### config.mk
export PLATFORM = sky130hd
export DESIGN_NAME = decode_stage
export DESIGN_NICKNAME = d
export VERILOG_FILES = /design/src/rtl/decode_stage.sv
export SDC_FILE = /design/constraint.sdc
export NUM_CORES = 1
export LEC_CHECK = 0
export BUFFER_PORTS_ARGS = -buffer_cell sky130_fd_sc_hd__buf_4
export CORE_ASPECT_RATIO = 1.75
export CORE_MARGIN = 3
export CORE_UTILIZATION = 49
export DETAILED_ROUTE_END_ITERATION = 8
export PLACE_DENSITY = 0.72
export SLEW_MARGIN = 0
export SYNTH_ARGS = -nofsm -noshare
export SYNTH_HDL_FRONTEND = slang
export SYNTH_SLANG_ARGS = --single-unit
### constraint.sdc
create_clock -name clk -period 28.2 [get_ports clk]
set_clock_uncertainty 0.05 [all_clocks]
set_input_delay 0 -clock clk [delete_from_list [all_inputs] [get_ports clk]]
set_output_delay 0 -clock clk [all_outputs]
set_load 0.05 [all_outputs]
### src/rtl/decode_stage.sv
// ============================================================================
// decode_stage : N-lane decode with two-entry output skid buffer.
// Optional lane compaction under `DECODE_LANE_COMPACT_EN.   Revision: 1.0
// ============================================================================
`default_nettype none

package d_r_pkg;
   typedef struct packed {
      logic        taken;
      logic [31:0] target;
   } predict_info_t;

   localparam logic [3:0] FU_ALU = 4'b0001;
   localparam logic [3:0] FU_LSU = 4'b0010;
   localparam logic [3:0] FU_BRU = 4'b0100;
   localparam logic [3:0] FU_CSR = 4'b1000;
   localparam logic [1:0] LS_LD  = 2'b01;
   localparam logic [1:0] LS_ST  = 2'b10;

   typedef struct packed {
      logic [4:0]    r_arfid0;
      logic [4:0]    r_arfid1;
      logic [4:0]    w_arfid;
      logic [31:0]   imm;
      logic [3:0]    fu_type;
      logic [1:0]    ls_type;
      logic [13:0]   csr_num;
      logic          decode_err;
      predict_info_t predict;
   } uop_t;
endpackage

module basic_decoder
   import d_r_pkg::*;
(
   input  logic [31:0]   inst_i,
   input  predict_info_t predict_i,
   output uop_t          uop_o
);
   logic [4:0]  rd, rj, rk;
   logic [31:0] si12, ui12, si20, offs16, offs26;

   assign rd     = inst_i[4:0];
   assign rj     = inst_i[9:5];
   assign rk     = inst_i[14:10];
   assign si12   = {{20{inst_i[21]}}, inst_i[21:10]};
   assign ui12   = {20'd0, inst_i[21:10]};
   assign si20   = {inst_i[24:5], 12'd0};
   assign offs16 = {{14{inst_i[25]}}, inst_i[25:10], 2'b00};
   assign offs26 = {{4{inst_i[9]}}, inst_i[9:0], inst_i[25:10], 2'b00};

   always_comb begin
      uop_o         = '0;
      uop_o.predict = predict_i;
      if (inst_i[31:15] inside {17'h20, 17'h22, 17'h24, 17'h25, 17'h28, 17'h29, 17'h2A, 17'h2B}) begin
         uop_o.r_arfid0 = rj;
         uop_o.r_arfid1 = rk;
         uop_o.w_arfid  = rd;
         uop_o.fu_type  = FU_ALU;
      end else if (inst_i[31:22] inside {10'h008, 10'h009, 10'h00A}) begin
         uop_o.r_arfid0 = rj;
         uop_o.w_arfid  = rd;
         uop_o.imm      = si12;
         uop_o.fu_type  = FU_ALU;
      end else if (inst_i[31:22] inside {10'h00D, 10'h00E, 10'h00F}) begin
         uop_o.r_arfid0 = rj;
         uop_o.w_arfid  = rd;
         uop_o.imm      = ui12;
         uop_o.fu_type  = FU_ALU;
      end else if (inst_i[31:22] inside {10'h0A0, 10'h0A1, 10'h0A2, 10'h0A8, 10'h0A9}) begin
         uop_o.r_arfid0 = rj;
         uop_o.w_arfid  = rd;
         uop_o.imm      = si12;
         uop_o.fu_type  = FU_LSU;
         uop_o.ls_type  = LS_LD;
      end else if (inst_i[31:22] inside {10'h0A4, 10'h0A5, 10'h0A6}) begin
         uop_o.r_arfid0 = rj;
         uop_o.r_arfid1 = rd;
         uop_o.imm      = si12;
         uop_o.fu_type  = FU_LSU;
         uop_o.ls_type  = LS_ST;
      end else if (inst_i[31:25] inside {7'h0A, 7'h0E}) begin
         uop_o.w_arfid  = rd;
         uop_o.imm      = si20;
         uop_o.fu_type  = FU_ALU;
      end else if (inst_i[31:26] == 6'h13) begin
         uop_o.r_arfid0 = rj;
         uop_o.w_arfid  = rd;
         uop_o.imm      = offs16;
         uop_o.fu_type  = FU_BRU;
      end else if (inst_i[31:26] == 6'h14) begin
         uop_o.imm      = offs26;
         uop_o.fu_type  = FU_BRU;
      end else if (inst_i[31:26] == 6'h15) begin
         // BL links into r1
         uop_o.w_arfid  = 5'd1;
         uop_o.imm      = offs26;
         uop_o.fu_type  = FU_BRU;
      end else if (inst_i[31:26] inside {6'h16, 6'h17, 6'h18, 6'h19, 6'h1A, 6'h1B}) begin
         uop_o.r_arfid0 = rj;
         uop_o.r_arfid1 = rd;
         uop_o.imm      = offs16;
         uop_o.fu_type  = FU_BRU;
      end else if (inst_i[31:24] == 8'h04) begin
         uop_o.csr_num  = inst_i[23:10];
         uop_o.w_arfid  = rd;
         uop_o.fu_type  = FU_CSR;
         if (rj != 5'd0) uop_o.r_arfid1 = rd;
         if (rj > 5'd1)  uop_o.r_arfid0 = rj;
      end else begin
         uop_o.decode_err = 1'b1;
      end
   end
endmodule

module decode_stage
   import d_r_pkg::*;
#(
   parameter int DECODE_WIDTH = 2,
   parameter int BUF_DEPTH    = 2
) (
   input  logic                               clk,
   input  logic                               rst_n,
   input  logic                               flush_i,
   input  logic                               in_valid,
   output logic                               in_ready,
   input  logic [DECODE_WIDTH-1:0]            in_mask,
   input  logic [31:0]                        in_pc,
   input  logic [DECODE_WIDTH-1:0][31:0]      in_insts,
   input  predict_info_t [DECODE_WIDTH-1:0]   in_predict,
   output logic                               out_valid,
   input  logic                               out_ready,
   output logic [DECODE_WIDTH-1:0]            out_mask,
   output logic [DECODE_WIDTH-1:0][31:0]      out_pc,
   output uop_t [DECODE_WIDTH-1:0]            out_uop
);
   if (BUF_DEPTH != 2 || DECODE_WIDTH < 1 || DECODE_WIDTH > 8) begin : g_param_chk
      $error("decode_stage: BUF_DEPTH must be 2 and DECODE_WIDTH 1..8");
   end

   logic [DECODE_WIDTH-1:0][31:0] lane_pc;
   uop_t [DECODE_WIDTH-1:0]       dec_uop;

   for (genvar i = 0; i < DECODE_WIDTH; i++) begin : g_lane
      assign lane_pc[i] = in_pc + 32'(4 * i);
      basic_decoder u_dec (
         .inst_i    (in_insts[i]),
         .predict_i (in_predict[i]),
         .uop_o     (dec_uop[i])
      );
   end

   logic [DECODE_WIDTH-1:0]       ent_mask_d;
   logic [DECODE_WIDTH-1:0][31:0] ent_pc_d;
   uop_t [DECODE_WIDTH-1:0]       ent_uop_d;

`ifdef DECODE_LANE_COMPACT_EN
   localparam int LW = (DECODE_WIDTH > 1) ? $clog2(DECODE_WIDTH) : 1;
   logic [LW:0] slot;

   // Valid lanes packed downward in order; mask becomes a thermometer code
   always_comb begin
      ent_mask_d = '0;
      ent_pc_d   = '0;
      ent_uop_d  = '0;
      slot       = '0;
      for (int i = 0; i < DECODE_WIDTH; i++) begin
         if (in_mask[i]) begin
            ent_mask_d[slot[LW-1:0]] = 1'b1;
            ent_pc_d[slot[LW-1:0]]   = lane_pc[i];
            ent_uop_d[slot[LW-1:0]]  = dec_uop[i];
            slot                     = slot + (LW+1)'(1);
         end
      end
   end
`else
   always_comb begin
      ent_mask_d = in_mask;
      ent_pc_d   = lane_pc;
      ent_uop_d  = dec_uop;
   end
`endif

   logic       wptr_q, wptr_d, rptr_q, rptr_d;
   logic [1:0] count_q, count_d;
   logic       push, pop;

   logic [DECODE_WIDTH-1:0]       mask_q [2];
   logic [DECODE_WIDTH-1:0][31:0] pc_q   [2];
   uop_t [DECODE_WIDTH-1:0]       uop_q  [2];

   assign in_ready  = (count_q != 2'd2);
   assign out_valid = (count_q != 2'd0);
   assign push      = in_valid & in_ready & ~flush_i & (|in_mask);
   assign pop       = out_valid & out_ready;

   always_comb begin
      count_d = count_q;
      wptr_d  = wptr_q;
      rptr_d  = rptr_q;
      if (flush_i) begin
         count_d = 2'd0;
         wptr_d  = 1'b0;
         rptr_d  = 1'b0;
      end else begin
         if (push) wptr_d = ~wptr_q;
         if (pop)  rptr_d = ~rptr_q;
         case ({push, pop})
            2'b10:   count_d = count_q + 2'd1;
            2'b01:   count_d = count_q - 2'd1;
            default: count_d = count_q;
         endcase
      end
   end

   always_ff @(posedge clk) begin
      if (!rst_n) begin
         count_q <= 2'd0;
         wptr_q  <= 1'b0;
         rptr_q  <= 1'b0;
      end else begin
         count_q <= count_d;
         wptr_q  <= wptr_d;
         rptr_q  <= rptr_d;
      end
   end

   // Payload carries no reset; only the pointers/count qualify it
   always_ff @(posedge clk) begin
      if (push) begin
         mask_q[wptr_q] <= ent_mask_d;
         pc_q[wptr_q]   <= ent_pc_d;
         uop_q[wptr_q]  <= ent_uop_d;
      end
   end

   assign out_mask = out_valid ? mask_q[rptr_q] : '0;
   assign out_pc   = pc_q[rptr_q];
   assign out_uop  = uop_q[rptr_q];
endmodule

`default_nettype wire
==> metrics.cfg <==
[status]
outcome = complete, no violations

[drt]
drt_first_pass_iters = 6
drc_errors = 0
route.vias.total = 14100
wl_per_cell_um = 23.9
route.antenna.remaining_nets = 0
vias_per_cell = 5.61
initialDrtViolationCount = 1238
drt-total-wl_um = 60200

[clocking]
cts_made_buffers = 47
cts.repair.resized = 0
cts.htree.levels = 2
tritoncts = built
path_clk_slew_ns = 0.07
tritoncts_sinks = 537
cts-root-to-sink-buffers = 3
worstSkewPairLatency_ns = 0.55
clockRootBuffer = sky130_fd_sc_hd__clkbuf_16

[die]
core-area_um2 = 44300
die_height_um = 286
pin_count = 439
floorplan.initialDensity_pct = 49.6
die_w_um = 166
die-area_um2 = 47500
placement_rows = 102

[synth]
postSynthRegisterBits = 537
syn_area_um2 = 22000
post_synth.cell_area_avg_um2 = 17.1
ys_warn_count = 0
syn-num-nets = 1453
count_of_flip_flops_with_a_built_in_enable_after_synthesis = 532
synth_top_cells_by_area = sky130_fd_sc_hd__edfxtp_1 (73%), sky130_fd_sc_hd__mux2_2 (14%), sky130_fd_sc_hd__a22o_1 (1.2%), sky130_fd_sc_hd__and2_1 (1.2%), sky130_fd_sc_hd__xnor2_1 (1.0%)
seq_area_frac_synth_pct = 73.2
ys.flop_type = sky130_fd_sc_hd__edfxtp_1
synth.top_cell.area_share_pct = 72.8
synthMostInstantiatedCell = sky130_fd_sc_hd__edfxtp_1
netlist-cell-type-count = 61
top_cell_type_by_total_area_after_synthesis = sky130_fd_sc_hd__edfxtp_1
async_flop_share_pct = 0
synth_cells = 1282
post_synth_most_frequent_cells = sky130_fd_sc_hd__edfxtp_1 (532), sky130_fd_sc_hd__mux2_2 (264), sky130_fd_sc_hd__nand2_1 (48), sky130_fd_sc_hd__and2_1 (43), sky130_fd_sc_hd__nor2_1 (43)

[finish]
drive_above_1_share_pct = 41.5
layout.cells.non_filler = 2513
post-route-cell-area_um2 = 29400
num-nets-final = 2076
area_growth_pct = 33.8

[power]
worst_ir_drop_vdd_mv = 0.0576
power.total_mw = 1.79
cellLeakagePower_nw = 11.2
powerDensity_nw_per_um2 = 60.8

[worst_setup_path]
timing.critical_path.mode_cell = sky130_fd_sc_hd__buf_4
timing.critical_path.cells = buf_4, buf_4, mux2_2, buf_4
worst-setup-path-type = reg2out
critical_path.max_stage_delay_ns = 1.00
cp.required_ns = 28.15
setup.worst_path.start_class = register
cp_slowest_cell = sky130_fd_sc_hd__dfxtp_4
cp_top_family = buffers and inverters
rrSetupSlack_ns = 24.43
critical_path.reg2reg.startpoint = count_q[0]
worstPathMaxFanout = 72
cp_data_arrival_time_ns = 4.09
crit_end_element = primary output
endpoint = out_uop[186]
cp_num_buf_inv = 3
worst_r2r_endpoint = uop_q[1][60]
ff2ff_path_depth = 5
cp_num_cells = 4

[placed_design]
post-dp-hpwl_um = 41100
port_buffers = 438
placed_cells_incl_taps = 2247
dpl-instance-area_um2 = 25800
dp_worst_setup_slack_ns = 24.39
gp_congestion = 0.983

[timing]
timing.final.setup_violations = 0
final.setup.tns_ns = 0
finalWorstPathRequiredPeriod_ns = 4.14
final-max-slew-violation-count = 0
fmaxAchievable_mhz = 242
slew_headroom_pct = 23.0
transition_time_at_the_pin_with_the_least_slew_margin_ns = 1.15
hold_viol_final = 0
fin_ws_ns = 24.06
post-route-period-util_pct = 14.7
unrepaired_setup_endpoints_after_global_routing = no

[run]
max_cap_viol_count = 0

[grt]
grt_first_pass_wirelength_um = 88800
largest_net_degree_at_the_start_of_global_routing = 178
track_usage_pct = 24.5
first_global_vias = 14500
grt_antenna_before_repair = 1
grt_overflow = 0

[worst_hold_path]
hold_path_class = in2reg

## layout by cell type (no fill, tap or decap), types with 25 or more instances in the layout
master,synthesis,routed
sky130_fd_sc_hd__edfxtp_1,532,532
sky130_fd_sc_hd__xnor2_1,25,25
sky130_fd_sc_hd__dlygate4sd3_1,0,181
sky130_fd_sc_hd__a22o_1,31,31
sky130_fd_sc_hd__clkbuf_16,0,49
sky130_fd_sc_hd__mux2_2,264,264
sky130_fd_sc_hd__and2_1,43,43
sky130_fd_sc_hd__o21ai_0,32,32
sky130_fd_sc_hd__nand2_1,48,48
sky130_fd_sc_hd__buf_4,3,448
sky130_fd_sc_hd__nor2_1,43,41
## state kept, by name, summed over array words and instances (netlist names), named ones only
name / flops
pc_q: 124
rptr_q: 1
count_q: 2
uop_q: 404
mask_q: 4
wptr_q: 1
## through the flow
stage | hold slack, ns | util (%)
floorplan | 0.0489 | -
global placement | 0.135 | 58.4
detailed placement | 0.139 | 58.4
CTS | 0.00671 | 66.3
global route | 0.0721 | 66.3
finish | 0.0372 | 66.4
## metal layers
layer | GRT usage [%] | wire length, µm | up-vias
li1 | - | - | 6251
met1 | 28.2 | 21000 | 6981
met2 | 44.4 | 31900 | 719
met3 | 4.19 | 4220 | 142
met4 | 11.4 | 3120 | 0
met5 | 0 | 0 | -
## kinds of logic after synthesis
family / share of synthesized area, %
simple gates: 5.67
mux: 13.6
fa+ha+maj: 0.114
xor+xnor: 1.28
compound gates: 4.68
buf+inv: 1.41
flops: 73.2
## worst reg2reg max path, stage by stage (launching register included)
cell and delay (ns):
sky130_fd_sc_hd__dfxtp_1 0.39, sky130_fd_sc_hd__nand2b_1 0.15, sky130_fd_sc_hd__o2111ai_1 0.34, sky130_fd_sc_hd__nor2_4 0.71, sky130_fd_sc_hd__buf_12 0.71, sky130_fd_sc_hd__buf_4 0.98
## where the power goes
group	internal (mW)	switching (mW)
clock network	0.429	0.283
logic	0.0675	0.108
registers	0.893	0.00478
## repair_timing
action                    4_1_cts  5_1_grt
hold buffers                  181        0
hold endpoints to repair      519        0
buffers inserted                0        0
## worst min path at each step
stage	slack [ns]	start	endpoint	depth (start not counted)
after global routing	0.07	in_insts[29]	uop_q[0][33]	4
final	0.04	in_insts[29]	uop_q[0][33]	4
after global placement	0.13	in_predict[30]	uop_q[1][30]	1
after floorplan	0.05	in_mask[0]	mask_q[0][0]	0
after detailed placement	0.14	in_predict[32]	uop_q[1][32]	1
after CTS	0.007	in_insts[31]	uop_q[1][51]	4
## final cells by class
class / instances / area [µm²]
Fill cell: 3048 / 14900
Multi-Input combinational cell: 669 / 5590
Antenna cell: 1 / 2.50
Tap cell: 572 / 716
Timing Repair Buffer: 630 / 5190
Clock buffer: 54 / 1240
Clock inverter: 30 / 482
Sequential cell: 537 / 16100
Inverter: 20 / 75.1
No activity file was read; power rests on OpenSTA's default activity.
